`config.mk`:
```
export PLATFORM = sky130hd
export DESIGN_NAME = jpeg_rle_zrl_encoder
export DESIGN_NICKNAME = d
export VERILOG_FILES = /design/src/rtl/jpeg_rle_zrl_encoder.sv
export SDC_FILE = /design/constraint.sdc
export NUM_CORES = 1
export LEC_CHECK = 0
export CELL_PAD_IN_SITES_DETAIL_PLACEMENT = 0
export CELL_PAD_IN_SITES_GLOBAL_PLACEMENT = 1
export CORE_MARGIN = 1
export CORE_UTILIZATION = 42
export CTS_CLUSTER_SIZE = 8
export DETAILED_ROUTE_END_ITERATION = 6
export PLACE_DENSITY = 0.85
export SETUP_SLACK_MARGIN = 0.05
export SLEW_MARGIN = 0
export SYNTH_ARGS = -nofsm -noshare
export SYNTH_HDL_FRONTEND = slang
export SYNTH_SLANG_ARGS = --single-unit
```
`constraint.sdc`:
```
create_clock -name clk -period 4.3 [get_ports clk]
set_input_delay 0.86 -clock clk [delete_from_list [all_inputs] [get_ports clk]]
set_output_delay 0.86 -clock clk [all_outputs]
set_load 0.01 [all_outputs]
```
`src/rtl/jpeg_rle_zrl_encoder.sv`:
```
// Purpose     : JPEG AC run-length stage; turns 64 zigzag coefficients per block into (run,size,amp) symbols with ZRL/EOB.
// Latency     : 1 cycle from accepted coefficient to registered symbol; zeros inside the block produce no symbol.
// Backpressure: in_ready = ACCEPT && (!out_valid || out_ready); DRAIN holds in_ready low for one output handshake per pending ZRL.
//
// Ports
//   clk, rst_n            single clock, synchronous active-low reset
//   in_valid/in_ready     coefficient handshake, in_coef is COEF_W two's complement, DC first
//   out_valid/out_ready   symbol handshake into the Huffman coder
//   out_run               zero run preceding the coefficient (15 on a ZRL)
//   out_size              JPEG category (bit length of |coef|)
//   out_amp               amplitude bits, LSB aligned, zero above out_size
//   out_dc/out_eob/out_last  DC term / end-of-block / final symbol of block
module jpeg_rle_zrl_encoder #(
  parameter int COEF_W = 12,
  parameter int SIZE_W = 4
) (
  input  logic              clk,
  input  logic              rst_n,
  input  logic              in_valid,
  output logic              in_ready,
  input  logic [COEF_W-1:0] in_coef,
  output logic              out_valid,
  input  logic              out_ready,
  output logic [3:0]        out_run,
  output logic [SIZE_W-1:0] out_size,
  output logic [COEF_W-1:0] out_amp,
  output logic              out_dc,
  output logic              out_eob,
  output logic              out_last
);

  localparam logic [0:0] ST_ACCEPT = 1'b0;
  localparam logic [0:0] ST_DRAIN  = 1'b1;

  localparam logic [COEF_W-1:0] COEF_ONE = {{(COEF_W-1){1'b0}}, 1'b1};

  // One entropy symbol as handed to the Huffman coder.
  typedef struct packed {
    logic [3:0]        run;
    logic [SIZE_W-1:0] size;
    logic [COEF_W-1:0] amp;
    logic              dc;
    logic              eob;
    logic              last;
  } sym_t;

  // ------------------------------------------------------------------
  // State
  // ------------------------------------------------------------------
  logic [0:0] state;
  logic [5:0] idx;        // position of the next coefficient within the block
  logic [3:0] run_cnt;    // zeros since last emitted coefficient, modulo 16
  logic [1:0] zrl_cnt;    // completed 16-zero groups not yet emitted
  logic [1:0] drain_cnt;  // ZRLs still owed while in DRAIN, including the one on the output
  sym_t       hold_sym;   // coefficient waiting behind its ZRLs
  sym_t       out_sym;
  logic       out_vld_q;

  // ------------------------------------------------------------------
  // Handshakes
  // ------------------------------------------------------------------
  logic in_hs;
  logic out_hs;

  assign in_ready = (state == ST_ACCEPT) && (!out_vld_q || out_ready);
  assign in_hs    = in_valid && in_ready;
  assign out_hs   = out_vld_q && out_ready;

  // ------------------------------------------------------------------
  // Coefficient classification and category
  // ------------------------------------------------------------------
  logic              is_dc;
  logic              is_last_idx;
  logic              is_zero;
  logic              is_neg;
  logic [COEF_W-1:0] mag;
  logic [COEF_W-1:0] amp_raw;
  logic [COEF_W-1:0] amp_mask;
  logic [SIZE_W-1:0] size_c;
  sym_t              coef_sym;
  sym_t              zrl_sym;
  sym_t              eob_sym;

  assign is_dc       = (idx == 6'd0);
  assign is_last_idx = (idx == 6'd63);
  assign is_zero     = (in_coef == '0);
  assign is_neg      = in_coef[COEF_W-1];

  always_comb begin
    // Magnitude is taken as unsigned so the most negative value maps to
    // 2^(COEF_W-1) and lands in category COEF_W.
    mag = is_neg ? (~in_coef + COEF_ONE) : in_coef;

    size_c = '0;
    for (int i = 0; i < COEF_W; i++) begin
      if (mag[i]) size_c = SIZE_W'(i + 1);
    end

    amp_mask = '0;
    for (int i = 0; i < COEF_W; i++) begin
      amp_mask[i] = (i < int'(size_c));
    end

    // Negative values are sent as v-1 (one's complement of |v|); the
    // wrap for the most negative value is harmless after masking.
    amp_raw = is_neg ? (in_coef - COEF_ONE) : in_coef;

    coef_sym      = '0;
    coef_sym.run  = is_dc ? 4'd0 : run_cnt;
    coef_sym.size = size_c;
    coef_sym.amp  = amp_raw & amp_mask;
    coef_sym.dc   = is_dc;
    coef_sym.last = is_last_idx;

    zrl_sym     = '0;
    zrl_sym.run = 4'd15;

    eob_sym      = '0;
    eob_sym.eob  = 1'b1;
    eob_sym.last = 1'b1;
  end

  // ------------------------------------------------------------------
  // Sequential control and output register
  // ------------------------------------------------------------------
  always_ff @(posedge clk) begin
    if (!rst_n) begin
      state     <= ST_ACCEPT;
      idx       <= '0;
      run_cnt   <= '0;
      zrl_cnt   <= '0;
      drain_cnt <= '0;
      hold_sym  <= '0;
      out_sym   <= '0;
      out_vld_q <= 1'b0;
    end else if (state == ST_DRAIN) begin
      // Input is blocked; each accepted ZRL is replaced by the next one,
      // and the last one by the held coefficient, so out_valid stays high.
      if (out_hs) begin
        drain_cnt <= drain_cnt - 2'd1;
        if (drain_cnt == 2'd1) begin
          out_sym <= hold_sym;
          state   <= ST_ACCEPT;
        end else begin
          out_sym <= zrl_sym;
        end
      end
    end else if (in_hs) begin
      idx <= idx + 6'd1;
      if (is_dc) begin
        run_cnt   <= '0;
        zrl_cnt   <= '0;
        out_sym   <= coef_sym;
        out_vld_q <= 1'b1;
      end else if (is_zero) begin
        if (is_last_idx) begin
          // Trailing zeros collapse into EOB; pending ZRLs are dropped.
          run_cnt   <= '0;
          zrl_cnt   <= '0;
          out_sym   <= eob_sym;
          out_vld_q <= 1'b1;
        end else begin
          if (run_cnt == 4'd15) begin
            run_cnt <= '0;
            if (zrl_cnt != 2'd3) zrl_cnt <= zrl_cnt + 2'd1;
          end else begin
            run_cnt <= run_cnt + 4'd1;
          end
          if (out_hs) out_vld_q <= 1'b0;
        end
      end else begin
        run_cnt   <= '0;
        zrl_cnt   <= '0;
        out_vld_q <= 1'b1;
        if (zrl_cnt == 2'd0) begin
          out_sym <= coef_sym;
        end else begin
          // The first ZRL goes out now; the coefficient waits in hold_sym.
          hold_sym  <= coef_sym;
          out_sym   <= zrl_sym;
          drain_cnt <= zrl_cnt;
          state     <= ST_DRAIN;
        end
      end
    end else if (out_hs) begin
      out_vld_q <= 1'b0;
    end
  end

  // ------------------------------------------------------------------
  // Outputs
  // ------------------------------------------------------------------
  assign out_valid = out_vld_q;
  assign out_run   = out_sym.run;
  assign out_size  = out_sym.size;
  assign out_amp   = out_sym.amp;
  assign out_dc    = out_sym.dc;
  assign out_eob   = out_sym.eob;
  assign out_last  = out_sym.last;

endmodule

```
# == Yosys cells after proc, flatten, opt, wreduce, memory -nomap -nowiden ==
# Cells that the tools add are included.
# op_classes
addsub,6
mul,0
div,0
order_cmp,12
n_eq_ne,11
n_shift,0
n_mux,50
bitwise,6
reduce_logical,14
# ops
operator,n
$mux 23,8
$mux 4,15
$mux 12,2
$mux 2,12
$lt 3x4->1 const A,4
$lt 4x4->1 const A,4
$mux 1,13
$add 12x1->12 const B,1
$and 12x12->12,1
$logic_not 12->1,1
$not 12->12,1
$sub 12x1->12 const B,1
$reduce_and 5->1,2
$lt 1x4->1 const A,2
$lt 2x4->1 const A,2
$ne 2x2->1 const B,4
$ne 4x3->1 const B,2
$add 6x1->6 const B,1
$eq 6x6->1 const B,1
$logic_not 6->1,1
$add 4x1->4 const B,1
$eq 4x4->1 const B,1
$ne 4x4->1 const B,1
$not 1->1,4
12 further kinds,14
# totals
register_bits,60
latch_bits,0
ram_bits,0
mem_bits_ro,0
inputBits,16
output_inout_bits,25
wordCells,115
memories,0

# == Longest topological paths before layout ==
# depth
depth_word,22
depth_mapped,14
depth_no_buf,10

# == Worst setup path after synthesis ==
# Ideal clock, no wire load.
# synth_timing
kind,input to register
start,in in_coef[0]
end,reg hold_sym[19] in the netlist's numbering
setup_ns,0.070
arrival_ns,3.212
required_ns,4.230
setup_slack_ns,1.018
stages,12
path_buffers,4
cell_sequence,clkbuf_1 inv_1 ha_1 clkbuf_1 nand2b_1 buf_2 or4_1 nand2_2 nor3_1 clkbuf_1 nand3_1 a21oi_1
# synth_via
elab_chain_len,3
# synth_lines
element,line_no,text
start: declaration,21,"input logic [COEF_W-1:0] in_coef,"
$logic_not 12->1,86,assign is_zero = (in_coef == '0);
$not 1->1 (no source line),--,
$reduce_and 5->1 (no source line),--,
end signal: assignment,179,hold_sym <= coef_sym;
end: declaration,55,sym_t hold_sym;
# Every way passes these cells.
# A chain may end at the register's enable or synchronous reset.

# == Worst setup path after layout ==
# layout_timing
start,in in_coef[1]
end,reg hold_sym[10] in the netlist's numbering
# layout_via
elab_chain_len,16
word_cells_on_any_way,21
cone_classes,2 x add/sub; 1 x order compare; 13 x mux; 3 x bitwise; 2 x reduce/logical
# layout_lines
element,line_no,text
$not 12->12,92,mag = is_neg ? (~in_coef + COEF_ONE) : in_coef;
$add 12x1->12,92,
$mux 12,92,
$mux 2,96,if (mag[i]) size_c = SIZE_W'(i + 1);
$mux 4 (10 in a row),96,
$lt 3x4->1,101,amp_mask[i] = (i < int'(size_c));
$and 12x12->12,111,coef_sym.amp = amp_raw & amp_mask;
# Several ways; a longest one is shown, not always the timed one.

==> results_dict.tcl <==
set metrics [dict create \
    cp.arrival_ns 3.98 \
    power_w 0.00140 \
    num_antenna_cells 0 \
    overflow 0 \
    yosysWarnings 0 \
    cts.sinks 60 \
    place_area_um2 4040 \
    crit_path_start_kind "input port" \
    cts_tree "built" \
    antenna_found_initial 0 \
    max_slew.worst_pin.slew_ns 1.19 \
    required_ns 4.58 \
    numPortBuffers 40 \
    r2r-start "state" \
    drtAntennaViolNets 0 \
    die_y_um 93.9 \
    leakage_nw 1.51 \
    hp-class "reg2reg" \
    syn_nets 481 \
    cts-resized-gates 0 \
    h-tree-depth 3 \
    path_clk_slew_ns 0.07 \
    layoutNonFillerInstCount 600 \
    swShare_pct 25.6 \
    dpl.hpwl_um 6510 \
    rsz0062_at_grt "no" \
    synth.distinct_cells 66 \
    design.core.area_um2 8180 \
    finalClockSkew_ns 0.00574 \
    design.die.area_um2 8820 \
    vias 3432 \
    ios 41 \
    min_from "hold_sym[15]" \
    fin_crit_ns 3.70 \
    avgViaCountPerCell 5.72 \
    setup-tns-final_ns 0 \
    vdd_drop_max_v 0.000270 \
    clock_latency_ns 0.34 \
    dp.cells 584 \
    startpoint "in_coef[1]" \
    drc_errors 0 \
    drv_slew 0 \
    worst-setup-path-type "in2reg" \
    setup_viol 0 \
    final_area_um2 4280 \
    die_width_um 93.9 \
    status "finished, final reports clean" \
    drive_above_1_share_pct 9.49 \
    dr.pass1.iters 5 \
    synth-seq-cells 60 \
    drt_iter0_markers 126 \
    finalCritPeriodShare_pct 86.1 \
    place.gp.congestion 0.908 \
    clockRootBuffer "clkbuf_8" \
    synth_ff_type "dfxtp_1" \
    drt_wl_total_um 9210 \
    synth-edff-count 0 \
    floorplan.initialDensity_pct 43.4 \
    syn_avg_cell_area_um2 7.75 \
    syn-cell-area_um2 3550 \
    clockPowerShare_pct 42.9 \
    comb_power_share_pct 15.6 \
    syn_inst 458 \
    maxCapViolCount 0 \
    post-cts-setup-buffers 0 \
    cp-end-kind "register" \
    grt_usage_pct 21.7 \
    hold_viol_final 0 \
    power.switching_w 0.000358 \
    fp-row-count 33 \
    grt_pass1_wl_um 15100 \
    synthToLayoutAreaGrowth_pct 20.6 \
    clockBufferDepth 2 \
    power.density_nw_per_um2 327 \
    synth-seq-area-share_pct 33.9 \
    grt_max_degree 29 \
    p_seq_share_pct 41.6 \
    synthArstFlopShare_pct 0 \
    nNetsFinal 513 \
    ctsHoldBuffers 0 \
    internal_power_w 0.00104 \
    numCtsBuffers 9 \
    routedWlPerCell_um 15.4 \
    grt_pass1_vias 3079 \
    max_slew_margin_pct 20.5 \
    fmax_mhz 270 \
    worst-path-max-fanout 18 \
    hold-worst-slack_ns 0.457 \
]
[routing by layer]
metal  global-route usage, %  vias up  share of wire, %  wire length (um)
li1                        -     1708                 -                 -
met1                    26.9     1609                45              4140
met2                    36.6       97                48              4430
met3                    5.10       18               4.9               455
met4                    7.56        0               2.0               185
met5                       0        -                 0                 0
[cell type report]
type | count | area [um2]
Fill cell | 775 | 3890
Multi-Input combinational cell | 347 | 2130
Sequential cell | 60 | 1200
Timing Repair Buffer | 55 | 513
Clock buffer | 13 | 169
Tap cell | 105 | 131
Clock inverter | 3 | 67.6
Inverter | 17 | 63.8
[critical path, cell delays in order]
cell,delay (ns)
clkdlybuf4s50_1,0.60
inv_1,0.09
ha_1,0.29
nand2b_1,0.42
or4_1,0.28
nand2_2,0.12
nor3_2,0.91
and3_1,0.29
a21oi_1,0.04
nor2_1,0.07
[layout by cell type (no fill, tap or decap), types with 3 or more instances in the layout]
cell,instances
dfxtp_1,60
a21oi_1,50
nor2_1,48
nand2_1,44
clkdlybuf4s50_1,40
nand3_1,25
o21ai_0,23
inv_1,16
buf_4,15
nor3_1,14
clkbuf_8,12
xnor2_1,11
nand2b_1,10
a211oi_1,8
ha_1,7
nor2b_1,6
o31ai_1,6
and3_1,6
a221oi_1,6
xor2_1,6
a21boi_0,6
nand4_1,5
and2_1,4
mux2i_1,4
o221ai_1,4
o211ai_1,3
a22oi_1,3
[logic make-up after synthesis]
| logic type | Yosys count | share of synthesized area [%] |
|---|---|---|
| muxes | 5 | 1.52 |
| DFF | 60 | 33.9 |
| and+or+nand+nor | 181 | 25.5 |
| xor gates and xnor gates | 17 | 4.20 |
| AOI/OAI and AO/OA | 137 | 26.4 |
| buffers and inverters | 51 | 6.13 |
| adders and majority gates | 7 | 2.47 |
[cell usage after synthesis (3+ instances only)]
cell | count | share of area, %
dfxtp_1 | 60 | 34
o221ai_1 | 4 | 0.99
buf_2 | 3 | 0.42
nor2b_1 | 6 | 1.1
xnor2_1 | 11 | 2.7
nor2_1 | 48 | 5.1
clkbuf_1 | 26 | 2.8
nand2_1 | 44 | 4.7
and2_1 | 4 | 0.71
o211ai_1 | 3 | 0.63
a21oi_1 | 50 | 7.1
nand4_1 | 5 | 0.88
o31ai_1 | 6 | 1.3
a221oi_1 | 6 | 1.5
mux2i_1 | 4 | 1.1
ha_1 | 7 | 2.5
nand2b_1 | 10 | 1.8
nor3_1 | 15 | 2.1
a21boi_0 | 6 | 1.3
and3_1 | 6 | 1.1
nand3_1 | 25 | 3.5
a211oi_1 | 8 | 1.7
xor2_1 | 6 | 1.5
a22oi_1 | 3 | 0.63
inv_1 | 16 | 1.7
o21ai_0 | 23 | 3.2
[flip-flops by register name, summed over array words and instances, names as in the netlist]
register   count
hold_sym      21
out_amp       12
idx            6
out_run        4
out_size       4
run_cnt        4
drain_cnt      2
zrl_cnt        2
out_dc         1
out_eob        1
out_last       1
out_valid      1
state          1
[power by group through the flow]
stage | Sequential, W | Clock (W) | Combinational [W]
after floorplan | 0.000599 | 0 | 0.000130
after global placement | 0.000594 | 0 | 0.000216
after detailed placement | 0.000594 | 0 | 0.000217
after CTS | 0.000581 | 0.000607 | 0.000218
after global routing | 0.000583 | 0.000631 | 0.000238
final | 0.000581 | 0.000600 | 0.000218
[path summary, 6_finish.rpt]
kind	slack, ns	cells past startpoint	endpoint
setup / recovery	0.60	10	hold_sym[10]
setup reg to reg	1.76	6	hold_sym[10]
hold reg to reg	0.46	2	hold_sym[15]
hold / removal	0.46	2	hold_sym[15]
[through the flow]
step                      worst slack (ns)  utilization [%]
after global placement               0.430             49.5
after detailed placement             0.291             49.5
after CTS                            0.642             52.4
after global routing                 0.347             52.4
after floorplan                       1.02                -
final                                0.600             52.4
Power figures use the tool's default switching activity.
